### src/rtl/aes_pkg.sv
// rtl/aes_pkg.sv - shared AES constants, block type and sequencer state encodings
//
// Purpose: common definitions for the AES inverse-cipher control path.
// Ports:   none (package).
package aes_pkg;

    localparam int AES_NR256 = 14;
    localparam int AES_BLK_W = 128;

    typedef logic [AES_BLK_W-1:0] aes_block_t;

    // Sequencer states
    localparam logic [1:0] ST_IDLE  = 2'd0;
    localparam logic [1:0] ST_ROUND = 2'd1;
    localparam logic [1:0] ST_FINAL = 2'd2;
    localparam logic [1:0] ST_DONE  = 2'd3;

endpackage

### src/rtl/aes_round_counter.sv
// rtl/aes_round_counter.sv - loadable down-counter with terminal flag for round sequencing
//
// Purpose: holds the current round-key index while rounds are being applied.
// Ports:
//   clk      in   clock, rising edge
//   rst      in   synchronous active-high reset (count -> 0)
//   load     in   load load_val this cycle (has priority over dec)
//   load_val in   W  value to load
//   dec      in   decrement by one this cycle
//   cnt      out  W  current count
//   at_one   out  count equals 1 (last full round before the final round)
module aes_round_counter #(
    parameter int W = 4
) (
    input  logic         clk,
    input  logic         rst,
    input  logic         load,
    input  logic [W-1:0] load_val,
    input  logic         dec,
    output logic [W-1:0] cnt,
    output logic         at_one
);

    always_ff @(posedge clk) begin
        if (rst) begin
            cnt <= '0;
        end else if (load) begin
            cnt <= load_val;
        end else if (dec) begin
            cnt <= cnt - 1'b1;
        end
    end

    assign at_one = (cnt == W'(1));

endmodule

### src/rtl/aes_inv_round_ctrl.sv
// rtl/aes_inv_round_ctrl.sv - iterative AES inverse-cipher sequencer, one round per clock
//
// Purpose: owns the state register, round counter and handshakes; the inverse-round
// datapath and the expanded key store sit outside this block.
// Ports:
//   clk, rst            clock (rising edge), synchronous active-high reset
//   key_ready           key store holds a valid schedule
//   in_valid/in_ready   ciphertext handshake, in_data = ciphertext block
//   key_idx             round-key index to key store; round_key = its read data
//   rnd_state           state register to the datapath
//   rnd_last            final round: datapath skips inverse mixcolumns
//   rnd_result          datapath output for rnd_state/round_key
//   out_valid/out_ready plaintext handshake, out_data = plaintext block
//   busy                block in flight (accept until output handshake)
module aes_inv_round_ctrl
    import aes_pkg::*;
#(
    parameter int NR     = AES_NR256,
    parameter int KIDX_W = 4
) (
    input  logic                 clk,
    input  logic                 rst,
    input  logic                 key_ready,
    input  logic                 in_valid,
    output logic                 in_ready,
    input  logic [AES_BLK_W-1:0] in_data,
    output logic [KIDX_W-1:0]    key_idx,
    input  logic [AES_BLK_W-1:0] round_key,
    output logic [AES_BLK_W-1:0] rnd_state,
    output logic                 rnd_last,
    input  logic [AES_BLK_W-1:0] rnd_result,
    output logic                 out_valid,
    input  logic                 out_ready,
    output logic [AES_BLK_W-1:0] out_data,
    output logic                 busy
);

    logic [1:0]        fsm;
    aes_block_t        state_q;
    logic [KIDX_W-1:0] cnt;
    logic              cnt_one;
    logic              accept;

    // in_ready is forced low during the reset cycle itself
    assign in_ready = !rst && (fsm == ST_IDLE) && key_ready;
    assign accept   = in_valid && in_ready;

    aes_round_counter #(.W(KIDX_W)) u_cnt (
        .clk      (clk),
        .rst      (rst),
        .load     (accept),
        .load_val (KIDX_W'(NR - 1)),
        .dec      (fsm == ST_ROUND),
        .cnt      (cnt),
        .at_one   (cnt_one)
    );

    // IDLE presents the last round key so the initial AddRoundKey can be
    // folded into the accept cycle
    always_comb begin
        key_idx = '0;
        case (fsm)
            ST_IDLE:  key_idx = KIDX_W'(NR);
            ST_ROUND: key_idx = cnt;
            default:  key_idx = '0;
        endcase
    end

    always_ff @(posedge clk) begin
        if (rst) begin
            fsm     <= ST_IDLE;
            state_q <= '0;
        end else begin
            case (fsm)
                ST_IDLE: begin
                    if (accept) begin
                        state_q <= in_data ^ round_key;
                        fsm     <= ST_ROUND;
                    end
                end
                ST_ROUND: begin
                    state_q <= rnd_result;
                    if (cnt_one) begin
                        fsm <= ST_FINAL;
                    end
                end
                ST_FINAL: begin
                    state_q <= rnd_result;
                    fsm     <= ST_DONE;
                end
                default: begin
                    // DONE: hold the plaintext until the consumer takes it
                    if (out_ready) begin
                        fsm <= ST_IDLE;
                    end
                end
            endcase
        end
    end

    assign rnd_state = state_q;
    assign rnd_last  = (fsm == ST_FINAL);
    assign out_valid = (fsm == ST_DONE);
    assign out_data  = state_q;
    assign busy      = (fsm != ST_IDLE);

endmodule
### config.mk
export PLATFORM = sky130hd
export DESIGN_NAME = aes_inv_round_ctrl
export DESIGN_NICKNAME = d
export VERILOG_FILES = /design/src/rtl/aes_pkg.sv /design/src/rtl/aes_round_counter.sv /design/src/rtl/aes_inv_round_ctrl.sv
export SDC_FILE = /design/constraint.sdc
export NUM_CORES = 1
export LEC_CHECK = 0
export BUFFER_PORTS_ARGS = -buffer_cell sky130_fd_sc_hd__buf_2
export CELL_PAD_IN_SITES_DETAIL_PLACEMENT = 1
export CELL_PAD_IN_SITES_GLOBAL_PLACEMENT = 1
export CORE_AREA = 2 2 254 256
export DETAILED_ROUTE_END_ITERATION = 10
export DIE_AREA = 0 0 256 258
export GPL_TIMING_DRIVEN = 0
export PLACE_DENSITY = 0.55
export RECOVER_POWER = 50
export SYNTH_ARGS = -nofsm -noshare
export SYNTH_HDL_FRONTEND = slang
export SYNTH_SLANG_ARGS = --single-unit
### constraint.sdc
create_clock -name clk -period 2.4 [get_ports clk]
set_input_delay 0.24 -clock clk [delete_from_list [all_inputs] [get_ports clk]]
set_output_delay 0.24 -clock clk [all_outputs]
set_load 0.03 [all_outputs]
==> results of run 1 <==
sequential cells by signal, indices dropped and copies added (netlist names):
register	cells
out_data	128
fsm	2
u_cnt.cnt	4
layout by cell type, fill, tap and decap left out, drive strengths merged, types with 2 or more instances in the layout:
master and n:
o21ai 4, bufinv 5, dfxtp 134, clkinv 3
nand2 263, ha 7, diode 2, clkbuf 252
buf 621, o211ai 128, nor2 2, xnor2 130
a21oi 130, inv 9
area by class of cell:
| cell class | instances | area (µm²) |
|---|---|---|
| timing repair buffer | 651 | 3013 |
| sequential | 134 | 2683 |
| tap | 855 | 1070 |
| antenna | 2 | 5.005 |
| buffer | 200 | 1434 |
| multi-input combinational | 677 | 4209 |
| clock inverter | 10 | 192.7 |
| fill | 7950 | 50540 |
| inverter | 8 | 30.03 |
| clock buffer | 22 | 474.2 |
final timing paths:
path / start / end / slack [ps]
worst max-delay path: fsm[0] / out_data[98] / 200
worst min-delay path: rnd_result[119] / out_data[119] / 90
worst max register to register: fsm[0] / out_data[98] / 200
worst min register to register: out_data[102] / out_data[102] / 480
cells by family after synthesis:
logic type / Yosys count / synth area share
adder cells (fa/ha/maj): 7 / 0.01051
XOR/XNOR: 131 / 0.1376
buffers and inverters: 208 / 0.1732
AO/OA/AOI/OAI: 269 / 0.2312
flip-flops: 134 / 0.3218
AND/OR/NAND/NOR: 270 / 0.1256
where the power goes:
group          total, µW  internal, µW  leakage, µW  switching (µW)
Clock               3030          1930     0.000321            1090
Sequential          3070          2650      0.00109             428
Combinational       6830          2210      0.00424            4620
what timing repair did:
item	4_1_cts	5_1_grt
setup endpoints to repair	128	104
resized for setup	5	25
pin swaps	0	0
worst max-delay path, delay by kind of cell (launching register included):
kind                     cells  cell delay, ps
AND/OR/NAND/NOR              1             130
adder cells (fa/ha/maj)      1             360
AO/OA/AOI/OAI                2             210
flip-flops                   1             390
buffers and inverters        4             970
per-stage QoR:
stage	TNS [ps]	instance area, µm²	hold slack (ps)
5_1_grt	0	13110	62.83
2_1_floorplan	0	8335	432.3
3_5_place_dp	-39610	12660	470.1
6_report	0	13110	92.98
3_3_place_gp	-27310	12660	455.3
4_1_cts	0	13340	39.49
layer usage:
metal / GRT usage / vias to the layer above / share of wire / wire [µm]
met1: 0.1361 / 4336 / 0.39 / 16610
met2: 0.2291 / 388 / 0.52 / 22020
met3: 0.03377 / 41 / 0.059 / 2505
met5: 0 / - / 0.00064 / 27
li1: - / 4635 / - / -
met4: 0.04776 / 4 / 0.022 / 940
==> metrics.txt, run 1 <==
Tot Pwr 12930 µW; Crit Path Max Fanout 10; depth of the CTS H-tree 4; Buffers on Ports around 650; Die Area 66050 µm²; vias per cell ~3.7; register area share after synthesis 0.3218; Die Y around 260 µm; drt drc 0; Worst path slowest cell dfxtp_1; Placeable Area 63650 µm²; Final Net Count 2085; status completed; area delta synth->final 57.28%; synth cell count leaders nand2_1 (263), buf_4 (136), dfxtp_1 (134), xnor2_1 (130), o211ai_1 (128); Synth warnings 0; hold depth 3; Reg clk slew, reported paths 60 ps; worst hold path type input pin to flop; leading area contributor after synthesis dfxtp_1; share of layout cells above drive strength 1 0.4313; RSZ-0062 raised after global routing false; VDD IR-drop max 0.0004763 V; Routed WL 42100 µm; Num CTS Buffers 17; Initial Utilization 0.1310; num rows 93; Required @ worst endpoint approximately 2700 ps; total iterations of the first detailed-routing run 4; initial antenna violation count 4; mean area per synthesized cell around 8.2 µm²; Detailed Place HPWL 35490 µm; top-count cell post-synth nand2_1; slowest stage delay, CP 390 ps; Worst path most repeated cell inv_1; fmax 0.4540 GHz; Post-synth EDFFs 0; GRT overflow 0; Tmin final 2203 ps; Crit. End Element flop; Worst Reg-to-Reg Cells 8; worst relative slew slack 0.2301; Bufs on Longest Clock Path 2; CP Data Arrival Time 2510 ps; cts hold-fix bufs 0; post-layout util 0.2060; synthesized area 8335 µm²; max-cap check violation count 0; WL per Instance 16.45 µm; type of origin of the critical path flop; overall routing resource usage 0.1247; Layout Skew 7.649 ps; Most used DFF post-synth dfxtp_1; post-synth cell types 32; FFs w/ async S/R, synth 0; Final Max Tran Viols 0; setup ws final 197.5 ps; worst skew pair latency ~460 ps; LEAKAGE 0.005655 µW; Area contributors post-synth dfxtp_1 (32%), xnor2_1 (14%), buf_4 (12%); I/O pins 653; final hold violation count 0; CTS root buffer clkbuf_16; initial DRC count 222; CP Cell Sequence inv_1 > ha_1 > inv_1 > buf_4 > buf_2 > nand2_1 > o211ai_1 > a21oi_1; setup bufs post-CTS 0; TritonCTS clock tree built; Vias 9404; kind of critical path flop to flop; Synth Register Bits 134; Power Density about 990 nW/µm²; cell total after placement 2525; Die Wd 256 µm; first-pass GRT wire length 61710 µm; GP Congestion between 0.9 and 1; vias in the first global route 10010; pre-CTS setup slack -461.7 ps; Worst-Margin Slew roughly 1200 ps; final setup fails 0; largest net degree at the start of global routing 17; post-synth top area share 0.3218; antenna viol nets, final 0; post-synthesis instance total 1019; fin cells around 2600; syn_nets between 1000 and 1500; clock sink count ~130; period utilization 0.9177
Note: power is estimated with default switching activity, not from simulation.
==> run 2: changes to the inputs <==
- HOLD_SLACK_MARGIN: not set -> 0.12
- REMOVE_ABC_BUFFERS: not set -> 1
==> metrics.txt, run 2 (same netlist as run 1, synthesis figures left out) <==
worst r2r src fsm[1]; Layout Skew 10.98 ps (+3.329 ps); Setup crit start rst; reg-to-reg setup timing slack 190 ps (about the same); clock sink count 134 (unchanged); Num CTS Buffers 17 (unchanged); Bufs on Longest Clock Path 2 (unchanged); initial antenna violation count 1 (-3); I/O pins 653 (unchanged); max-cap check violation count 0 (unchanged); final setup fails 0 (unchanged); fin cells 2499 (-2.3%); Die Wd 256 µm (unchanged); Buffers on Ports 652 (+0.15%); Reg clk slew, reported paths 60 ps (about the same); placed cell area 11500 µm² (-9.2%); initial DRC count 277 (+25%); drt drc 0 (unchanged); design area 13270 µm² (+1.2%); status completed; worst hold path type input pin to flop; WL per Instance 14.62 µm (-11%); VDD IR-drop max 0.0007598 V (+60%); Initial Utilization 0.1310 (unchanged); first-pass GRT wire length 54110 µm (-12%); largest net degree at the start of global routing 143 (+126); Die Y 258 µm (unchanged); diodes inserted 0 (-2); RSZ-0062 raised after global routing false; Switching Fraction 0.4815 (+0.006706); CTS root buffer clkbuf_16; TritonCTS clock tree built; depth of the CTS H-tree 4 (unchanged); worst skew pair latency 460 ps (about the same); kind of critical path input pin to flop; Largest register FFs 128 (unchanged); LEAKAGE 0.005384 µW (-4.8%); GP Congestion 0.8708 (-3.4%); final hold violation count 0 (unchanged); internal power 6297 µW (-7.3%); Required @ worst endpoint 2780 ps (+70 ps); Worst Reg-to-Reg Cells 7 (-1); Routed WL 36520 µm (-13%); period utilization 0.9456 (+0.02788); Flop pwr share 0.250 (+0.012); worst relative slew slack 0.5620 (+0.3319); Vias 9255 (-1.6%); post-layout util 0.2085 (+0.002496); Tot Pwr 12150 µW (-6.1%); CP Data Arrival Time 2650 ps (+140 ps); Power Density 915.3 nW/µm² (-7.2%); Placeable Area 63650 µm² (unchanged); total iterations of the first detailed-routing run 4 (unchanged); num rows 93 (unchanged); Detailed Place HPWL 27360 µm (-23%); overall routing resource usage 0.1040 (-0.02068); Die Area 66050 µm² (unchanged); Worst-Margin Slew 657.0 ps (-497.8 ps); share of layout cells above drive strength 1 0.3461 (-0.08515); CP Capture Point out_data[56]; Fin Hold WS 184.5 ps (+91.55 ps); Final Max Tran Viols 0 (unchanged); Crit Path Max Fanout 72 (+62); Gate power share 0.512 (-0.016); sw power 5848 µW (-4.8%); Final Net Count 2027 (-2.8%); GRT overflow 0 (unchanged); # fillers 7912 (-0.48%); cell total after placement 2336 (-7.5%); type of origin of the critical path input pin; commonest cells after routing, fill and taps aside buf_2 (454), nand2_1 (263), clkbuf_1 (197), dfxtp_1 (133), xnor2_1 (130); vias in the first global route 9866 (-1.4%); area delta synth->final 59.19%; commonest non-fill, non-tap cell in the layout buf_2; antenna viol nets, final 0 (unchanged); fmax 0.4406 GHz (-2.9%); reg-to-reg critical path endpoint out_data[75]; Tmin final 2269 ps (+66.91 ps); vias per cell 3.703 (+0.78%); clock share of power 0.238 (+0.004); Crit. End Element flop
## run 2: area by class of cell
| cell class | count | area (µm²) | share of cell area |
|---|---|---|---|
| Sequential cell | 134 | 2684 | 0.2023 |
| Inverter | 8 | 42.54 | 0.003206 |
| Multi-Input combinational cell | 677 | 4237 | 0.3193 |
| Clock buffer | 17 | 425.4 | 0.03206 |
| Timing Repair Buffer | 793 | 4608 | 0.3473 |
| Clock inverter | 15 | 202.7 | 0.01528 |
| Tap cell | 855 | 1070 | 0.08062 |
## run 2: critical path, cell delays in order
cell and delay, ps:
clkbuf_8 440, buf_16 360, nand4b_4 280, a21boi_4 420
buf_12 240, buf_12 210, nand2_1 100, a21oi_1 160
## run 2: worst min-delay path by stage
stage | startpoint | endpoint | slack (ps) | cells past startpoint
after floorplan | rst | out_data[100] | 300 | 1
after global placement | out_data[68] | out_data[68] | 450 | 2
after detailed placement | out_data[60] | out_data[60] | 460 | 2
after CTS | in_valid | u_cnt.cnt[0] | 120 | 3
after global routing | rnd_result[35] | out_data[35] | 150 | 3
final | rnd_result[22] | out_data[22] | 180 | 3
## run 2: timing repair
action	in CTS	in global routing
pin swaps	2	3
cloned	0	4
resized for setup	3	4
hold endpoints to repair	126	0
setup buffers	1	1
hold buffers	126	0
setup endpoints to repair	70	12
## run 2: power by group through the flow
stage | registers, µW | clock network, µW | logic [µW]
finish | 3030 | 2890 | 6220
global route | 3100 | 3140 | 6770
CTS | 3030 | 3070 | 6230
detailed placement | 3070 | 0 | 6000
global placement | 2890 | 0 | 4410
floorplan | 4190 | 0 | 1950
## run 2: routing by layer
| layer | vias up | global-route usage | wire length, µm |
|---|---|---|---|
| li1 | 4518 | - | - |
| met1 | 4350 | 0.1144 | 14540 |
| met2 | 340 | 0.1899 | 19240 |
| met3 | 47 | 0.02719 | 1860 |
| met4 | 0 | 0.04175 | 884 |
| met5 | - | 0 | 0 |
## run 2: through the flow
stage | setup slack, ps | setup TNS [ps]
final | 130.6 | 0
after global placement | -12460 | -1517410
after floorplan | -5569 | -709440
after detailed placement | -357.8 | -27700
after CTS | 34.74 | 0
after global routing | 7.514 | 0
